File: src/rtl/ibuf_rdreq_mgmt.sv
// ibuf_rdreq_mgmt: splits host buffer descriptors into bounded memory read requests and
// commits the ibuff producer pointer in issue order as completions finish.
`timescale 1ns/1ps
module ibuf_rdreq_mgmt #(
  parameter int unsigned BW       = 9,
  parameter int unsigned TAG_W    = 5,
  parameter int unsigned MX_OS_RQ = 4
) (
  input  logic             clk,
  input  logic             rst,
  input  logic [2:0]       cfg_max_rd_req_size,
  input  logic [63:0]      lbuf_addr,
  input  logic [31:0]      lbuf_len,
  input  logic             lbuf_en,
  output logic             lbuf_dn,
  input  logic [BW:0]      cons,
  output logic [BW:0]      committed_prod,
  output logic             rd,
  output logic [63:0]      hst_addr,
  output logic [9:0]       rd_qw,
  input  logic             rd_ack,
  input  logic [TAG_W-1:0] rd_tag,
  input  logic [TAG_W-1:0] cpl_tag,
  output logic [BW-1:0]    cpl_base,
  input  logic             cpl_vld,
  input  logic             cpl_last,
  output logic             err
);

  localparam int unsigned NTags = 1 << TAG_W;
  localparam int unsigned PtrW  = (MX_OS_RQ > 1) ? $clog2(MX_OS_RQ) : 1;
  localparam int unsigned CntW  = $clog2(MX_OS_RQ + 1);

  typedef logic [BW:0] ptr_t;

  typedef enum logic [2:0] {
    StIdle,
    StWaitOs,
    StCalc,
    StWaitSpace,
    StReq,
    StUpd,
    StDrain,
    StDone
  } state_e;

  state_e           state_q;
  logic [9:0]       mx_qw_q, mx_qw_d;
  logic [31:0]      left_q;
  logic [63:0]      addr_q;
  logic [9:0]       chunk_q, chunk_calc;
  logic             rd_q;
  logic             lbuf_dn_q;
  ptr_t             iprod_q;
  ptr_t             committed_q;
  logic             err_q;

  logic [TAG_W-1:0] fifo_q [MX_OS_RQ];
  logic [PtrW-1:0]  wr_ptr_q, rd_ptr_q;
  logic [CntW-1:0]  os_cnt_q;
  logic [9:0]       len_q  [NTags];
  logic [BW-1:0]    base_q [NTags];
  logic [NTags-1:0] done_q;
  logic [NTags-1:0] outst_q;

  logic [TAG_W-1:0] head_tag;
  logic             commit;
  logic             push;
  logic             cpl_ok;
  logic             os_room;
  logic [9:0]       bnd_qw;
  ptr_t             used_qw;
  logic [BW+1:0]    free_qw;
  logic             space_ok;

  function automatic logic [PtrW-1:0] ptr_inc(input logic [PtrW-1:0] p);
    if (p == PtrW'(MX_OS_RQ - 1)) begin
      return '0;
    end
    return p + PtrW'(1);
  endfunction

  always_comb begin
    unique case (cfg_max_rd_req_size)
      3'd0:    mx_qw_d = 10'd16;
      3'd1:    mx_qw_d = 10'd32;
      3'd2:    mx_qw_d = 10'd64;
      3'd3:    mx_qw_d = 10'd128;
      3'd4:    mx_qw_d = 10'd256;
      default: mx_qw_d = 10'd512;
    endcase
  end

  // QWs left before the next 4 KB host boundary; address is QW aligned.
  assign bnd_qw = 10'd512 - {1'b0, addr_q[11:3]};

  always_comb begin
    chunk_calc = mx_qw_q;
    if (left_q < 32'(chunk_calc)) begin
      chunk_calc = left_q[9:0];
    end
    if (bnd_qw < chunk_calc) begin
      chunk_calc = bnd_qw;
    end
  end

  // Space is reserved against iprod so ibuff cannot overrun while completions are in flight.
  assign used_qw  = iprod_q - cons;
  assign free_qw  = {2'b01, {BW{1'b0}}} - {1'b0, used_qw};
  assign space_ok = 32'(chunk_q) <= 32'(free_qw);

  assign head_tag = fifo_q[rd_ptr_q];
  assign commit   = (os_cnt_q != '0) && done_q[head_tag];
  assign push     = (state_q == StReq) && rd_ack;
  assign cpl_ok   = outst_q[cpl_tag] && !done_q[cpl_tag];
  assign os_room  = os_cnt_q < CntW'(MX_OS_RQ);

  always_ff @(posedge clk or negedge rst) begin
    if (!rst) begin
      state_q   <= StIdle;
      mx_qw_q   <= 10'd16;
      left_q    <= '0;
      addr_q    <= '0;
      chunk_q   <= '0;
      rd_q      <= 1'b0;
      lbuf_dn_q <= 1'b0;
      iprod_q   <= '0;
    end else begin
      mx_qw_q <= mx_qw_d;
      unique case (state_q)
        StIdle: begin
          addr_q <= lbuf_addr;
          left_q <= lbuf_len;
          if (lbuf_en) begin
            if (lbuf_len == '0) begin
              state_q   <= StDone;
              lbuf_dn_q <= 1'b1;
            end else begin
              state_q <= StWaitOs;
            end
          end
        end
        StWaitOs: begin
          if (os_room) begin
            state_q <= StCalc;
          end
        end
        StCalc: begin
          chunk_q <= chunk_calc;
          state_q <= StWaitSpace;
        end
        StWaitSpace: begin
          if (space_ok) begin
            rd_q    <= 1'b1;
            state_q <= StReq;
          end
        end
        StReq: begin
          if (rd_ack) begin
            rd_q    <= 1'b0;
            iprod_q <= iprod_q + ptr_t'(chunk_q);
            addr_q  <= addr_q + {51'b0, chunk_q, 3'b0};
            left_q  <= left_q - {22'b0, chunk_q};
            state_q <= StUpd;
          end
        end
        StUpd: begin
          state_q <= (left_q != '0) ? StWaitOs : StDrain;
        end
        StDrain: begin
          if (os_cnt_q == '0) begin
            state_q   <= StDone;
            lbuf_dn_q <= 1'b1;
          end
        end
        StDone: begin
          lbuf_dn_q <= 1'b0;
          state_q   <= StIdle;
        end
        default: state_q <= StIdle;
      endcase
    end
  end

  always_ff @(posedge clk or negedge rst) begin
    if (!rst) begin
      fifo_q      <= '{default: '0};
      wr_ptr_q    <= '0;
      rd_ptr_q    <= '0;
      os_cnt_q    <= '0;
      len_q       <= '{default: '0};
      base_q      <= '{default: '0};
      done_q      <= '0;
      outst_q     <= '0;
      committed_q <= '0;
      err_q       <= 1'b0;
    end else begin
      if (commit) begin
        committed_q       <= committed_q + ptr_t'(len_q[head_tag]);
        done_q[head_tag]  <= 1'b0;
        outst_q[head_tag] <= 1'b0;
        rd_ptr_q          <= ptr_inc(rd_ptr_q);
      end
      if (cpl_vld) begin
        if (!cpl_ok) begin
          err_q <= 1'b1;
        end else if (cpl_last) begin
          done_q[cpl_tag] <= 1'b1;
        end
      end
      // A freshly issued tag overrides any stale tracking for the same index.
      if (push) begin
        fifo_q[wr_ptr_q] <= rd_tag;
        wr_ptr_q         <= ptr_inc(wr_ptr_q);
        len_q[rd_tag]    <= chunk_q;
        base_q[rd_tag]   <= iprod_q[BW-1:0];
        outst_q[rd_tag]  <= 1'b1;
        done_q[rd_tag]   <= 1'b0;
      end
      if (push && !commit) begin
        os_cnt_q <= os_cnt_q + CntW'(1);
      end else if (!push && commit) begin
        os_cnt_q <= os_cnt_q - CntW'(1);
      end
    end
  end

  assign lbuf_dn        = lbuf_dn_q;
  assign committed_prod = committed_q;
  assign rd             = rd_q;
  assign hst_addr       = addr_q;
  assign rd_qw          = chunk_q;
  assign cpl_base       = base_q[cpl_tag];
  assign err            = err_q;

endmodule

File: config.mk
export PLATFORM = sky130hd
export DESIGN_NAME = ibuf_rdreq_mgmt
export DESIGN_NICKNAME = d
export VERILOG_FILES = /design/src/rtl/ibuf_rdreq_mgmt.sv
export SDC_FILE = /design/constraint.sdc
export NUM_CORES = 2
export LEC_CHECK = 0
export CORE_ASPECT_RATIO = 1.75
export CORE_UTILIZATION = 44
export DETAILED_ROUTE_END_ITERATION = 8
export GPL_TIMING_DRIVEN = 0
export PLACE_DENSITY = 0.64
export RECOVER_POWER = 25
export SYNTH_ARGS = -nofsm -noshare
export SYNTH_HDL_FRONTEND = slang
export SYNTH_SLANG_ARGS = --single-unit
File: constraint.sdc
create_clock -name clk -period 8.1 [get_ports clk]
set_input_delay 0.81 -clock clk [delete_from_list [all_inputs] [get_ports clk]]
set_output_delay 0.81 -clock clk [all_outputs]
set_load 0.02 [all_outputs]
==> metrics.txt <==
vias in the first global route between 30,000 and 40,000; GRT Residual Overflow 0; Initial DRC Count 3,754; Multi-input gate area between 0.02 and 0.025 mm^2; final setup violation count 0; post-CTS resize count 0; sequential element share of the synthesized area 0.487; first-pass GRT wire length 262 mm; status finished, violations left; ys flop type dfrtp_1; DR WL/cell ~31 um; async set or reset register ratio after synthesis 1.00; DIE AREA slightly below 0.1 mm^2; Fmax about 0.13 GHz; antenna viol nets, final 0; die height 416 um; Core Area approximately 0.097 mm^2; crit-path cells buf_2 > mux2i_1 > mux2_2 > clkbuf_1 > buf_1 > clkbuf_1 > nand2_1 > a31oi_1 > o22ai_1 > nor4_1 > ha_1 > a21o_1 > a21oi_1 > o21ai_0 > o41ai_1 > o21ai_0 > xnor2_1 > nor2_1 > xor2_1; layout cell share with drive strength beyond 1 0.160; Horiz. Die Dim roughly 240 um; setup TNS 0 ns; Worst VDD drop 0.367 mV; Hold Crit Class flip-flop to flip-flop; relative slew slack -1.76; PwrDens about 390 mW/mm^2; Root Buffer clkbuf_16; mapped cell area between 0.04 and 0.05 mm^2; Worst Hold Launch err; count of cell types in the netlist 80; max_cap viols 5; CTS Sinks approximately 840; CP Launch Type flip-flop; Critical path origin rd_ptr_q[1]; failing checks max-capacitance violations, max-slew violations; syn avg cell area about 10 um^2; Yosys reg bits 837; placed cell count roughly 5,700; gp weighted congestion around 1.0; post-detail-place hpwl roughly 130 mm; Least-Margin Pin Slew 4.14 ns; Max Buffers Root-to-Sink 3; Vias/cell 6.36; Synth Warn # 0; Cells after Synth roughly 4,100; CTS buffer count 82; Tmin final 7.78 ns; critical path class flip-flop to flip-flop; Max FO, Critical Path 10; final net count around 4,700; worst-skew pair later-pin latency 0.71 ns; final core occ 0.517; crit end category flip-flop; initial core utilization 0.445; vias roughly 37,000; CTS clk-pin slew, worst paths 0.06 ns; reg-to-reg startpoint rd_ptr_q[1]; Post-Layout Cell Count 5,839; CP arrival roughly 8.3 ns; EDFF count, synth 0; final-layout fill cell count just under 9,000; drt total wl 183 mm; CP max stage delay 0.88 ns; TritonRoute pass-1 iters 8; Seq. cell area between 0.02 and 0.025 mm^2; Final period util 0.961; site row count ~150; Tot GR Track Use 0.373; final hold violations 0; Post-CTS Setup Repair Bufs 0; max-slew violation count around 430; Worst Path Required between 8 and 9 ns; power consumption between 15 and 20 mW; initial antenna violation count 13; CP max stage cell clkbuf_1; hold buffers post-CTS 0; unrepaired setup endpoints after global routing false; CTS tree done; CTS H-tree depth 3; leakage dissipation approximately 22 nW; area grow syn2layout 16.3%; skew final 0.0298 ns; num ports between 200 and 250; residual DRC count 0; port bufs 218; largest net degree at the start of global routing roughly 120; Mapped Nets around 4,400
## kinds of logic (layout without fill, tap and decap cells)
logic type,count (synthesis),count (layout),synth area share
xor+xnor,43,43,0.00876
flops,837,837,0.487
buf+inv,369,750,0.0333
compound gates,836,836,0.122
fa+ha+maj,85,85,0.0258
other cells,0,11,0
simple gates,1391,1391,0.146
mux,586,586,0.177
## metrics by stage
stage / instance area (um^2) / setup slack, ns / hold slack [ns]
3_3_place_gp: 46800 / -32.39 / 0.440
5_1_grt: 50000 / 0.170 / 0.489
2_1_floorplan: 43000 / 3.53 / 0.441
4_1_cts: 50000 / 0.198 / 0.121
3_5_place_dp: 47000 / 0.228 / 0.451
6_report: 50000 / 0.316 / 0.469
## cell type report
| cell class | instances | area share |
|---|---|---|
| diodes | 11 | 0.000550 |
| well taps | 1300 | 0.0325 |
| plain buffers | 300 | 0.0235 |
| inverters | 68 | 0.00510 |
| clock buffers | 111 | 0.0489 |
| clock inverters | 41 | 0.0109 |
| multi-input cells | 2941 | 0.413 |
| repair buffers | 230 | 0.0472 |
| flip-flops and latches | 837 | 0.419 |
## layer usage
layer | vias up | track usage | part of all wire | wire (um)
li1 | 15600 | - | - | -
met1 | 18600 | 0.393 | 0.33 | 59900
met2 | 2149 | 0.609 | 0.48 | 87200
met3 | 831 | 0.0827 | 0.080 | 14700
met4 | 8 | 0.362 | 0.11 | 20900
met5 | - | 0 | 0.00031 | 57
## final timing paths
kind	endpoint	slack, ns	cells after the start
setup / recovery	committed_prod[9]	0.32	19
hold / removal	err	0.47	1
setup reg to reg	committed_prod[9]	0.32	19
hold reg to reg	err	0.47	1
max in group asynchronous	base_q[109]	1.84	2
min in group asynchronous	base_q[248]	1.59	1
## cells in the mapped netlist (all sizes together) (54+ instances only)
library cell	number	share of area
a22oi	54	0.0094
mux2i	81	0.019
inv	68	0.0059
buf	55	0.0059
nand2	807	0.070
o21ai	280	0.033
mux4	101	0.053
o22ai	67	0.0097
and3	86	0.013
nor2	167	0.015
mux2	404	0.11
nor3	62	0.0080
nand3	56	0.0065
a31oi	109	0.016
clkbuf	246	0.021
dfrtp	836	0.49
a21oi	106	0.012
ha	79	0.023
## flip-flops by register name (all words and copies together), names as in the netlist, 10 cells and up
register	flops
base_q	288
committed_prod	10
done_q	32
fifo_q	20
hst_addr	64
iprod_q	10
left_q	32
len_q	320
outst_q	32
rd_qw	10
## power by group
| group | switching (mW) | leakage, nW | internal [mW] |
|---|---|---|---|
| Sequential | 0.939 | 11.2 | 4.83 |
| Combinational | 6.23 | 9.39 | 2.93 |
| Clock | 1.83 | 1.47 | 2.51 |
## cell usage in the layout (no fill, tap or decap), types with 13 or more instances in the layout
cell | synthesis | routed
o21a_1 | 23 | 23
or3_1 | 25 | 25
and2_1 | 23 | 23
nand3_1 | 56 | 56
o21ai_0 | 271 | 271
dfrtp_1 | 836 | 836
ha_1 | 79 | 79
clkbuf_16 | 0 | 87
o31ai_1 | 14 | 14
or2_2 | 13 | 13
and3_1 | 86 | 86
mux2_2 | 404 | 404
buf_2 | 19 | 20
nor3_1 | 58 | 58
nor4_1 | 35 | 35
inv_1 | 68 | 68
a22oi_1 | 54 | 54
or4_1 | 13 | 13
a31oi_1 | 109 | 109
buf_1 | 33 | 30
clkinv_2 | 0 | 16
clkbuf_1 | 246 | 252
o22ai_1 | 67 | 67
xnor2_1 | 24 | 24
mux4_2 | 101 | 101
a211oi_1 | 19 | 19
a21o_1 | 27 | 27
nand2_1 | 807 | 807
o41ai_1 | 20 | 20
nor2_1 | 167 | 166
clkdlybuf4s50_1 | 0 | 216
xor2_1 | 19 | 19
nand4_1 | 34 | 34
mux2i_1 | 81 | 81
nor2b_1 | 15 | 15
clkbuf_8 | 0 | 18
a21oi_1 | 106 | 106
o211ai_1 | 20 | 20
## worst max-delay path, delay by kind of cell (launching register included)
kind,cells,cell delay (ns)
flip-flops,1,0.40
buffers and inverters,4,2.48
adder cells (fa/ha/maj),1,0.36
AO/OA/AOI/OAI,7,2.17
AND/OR/NAND/NOR,3,1.18
multiplexers,2,0.67
XOR/XNOR,2,0.34
No activity file was read; power rests on OpenSTA's default activity.
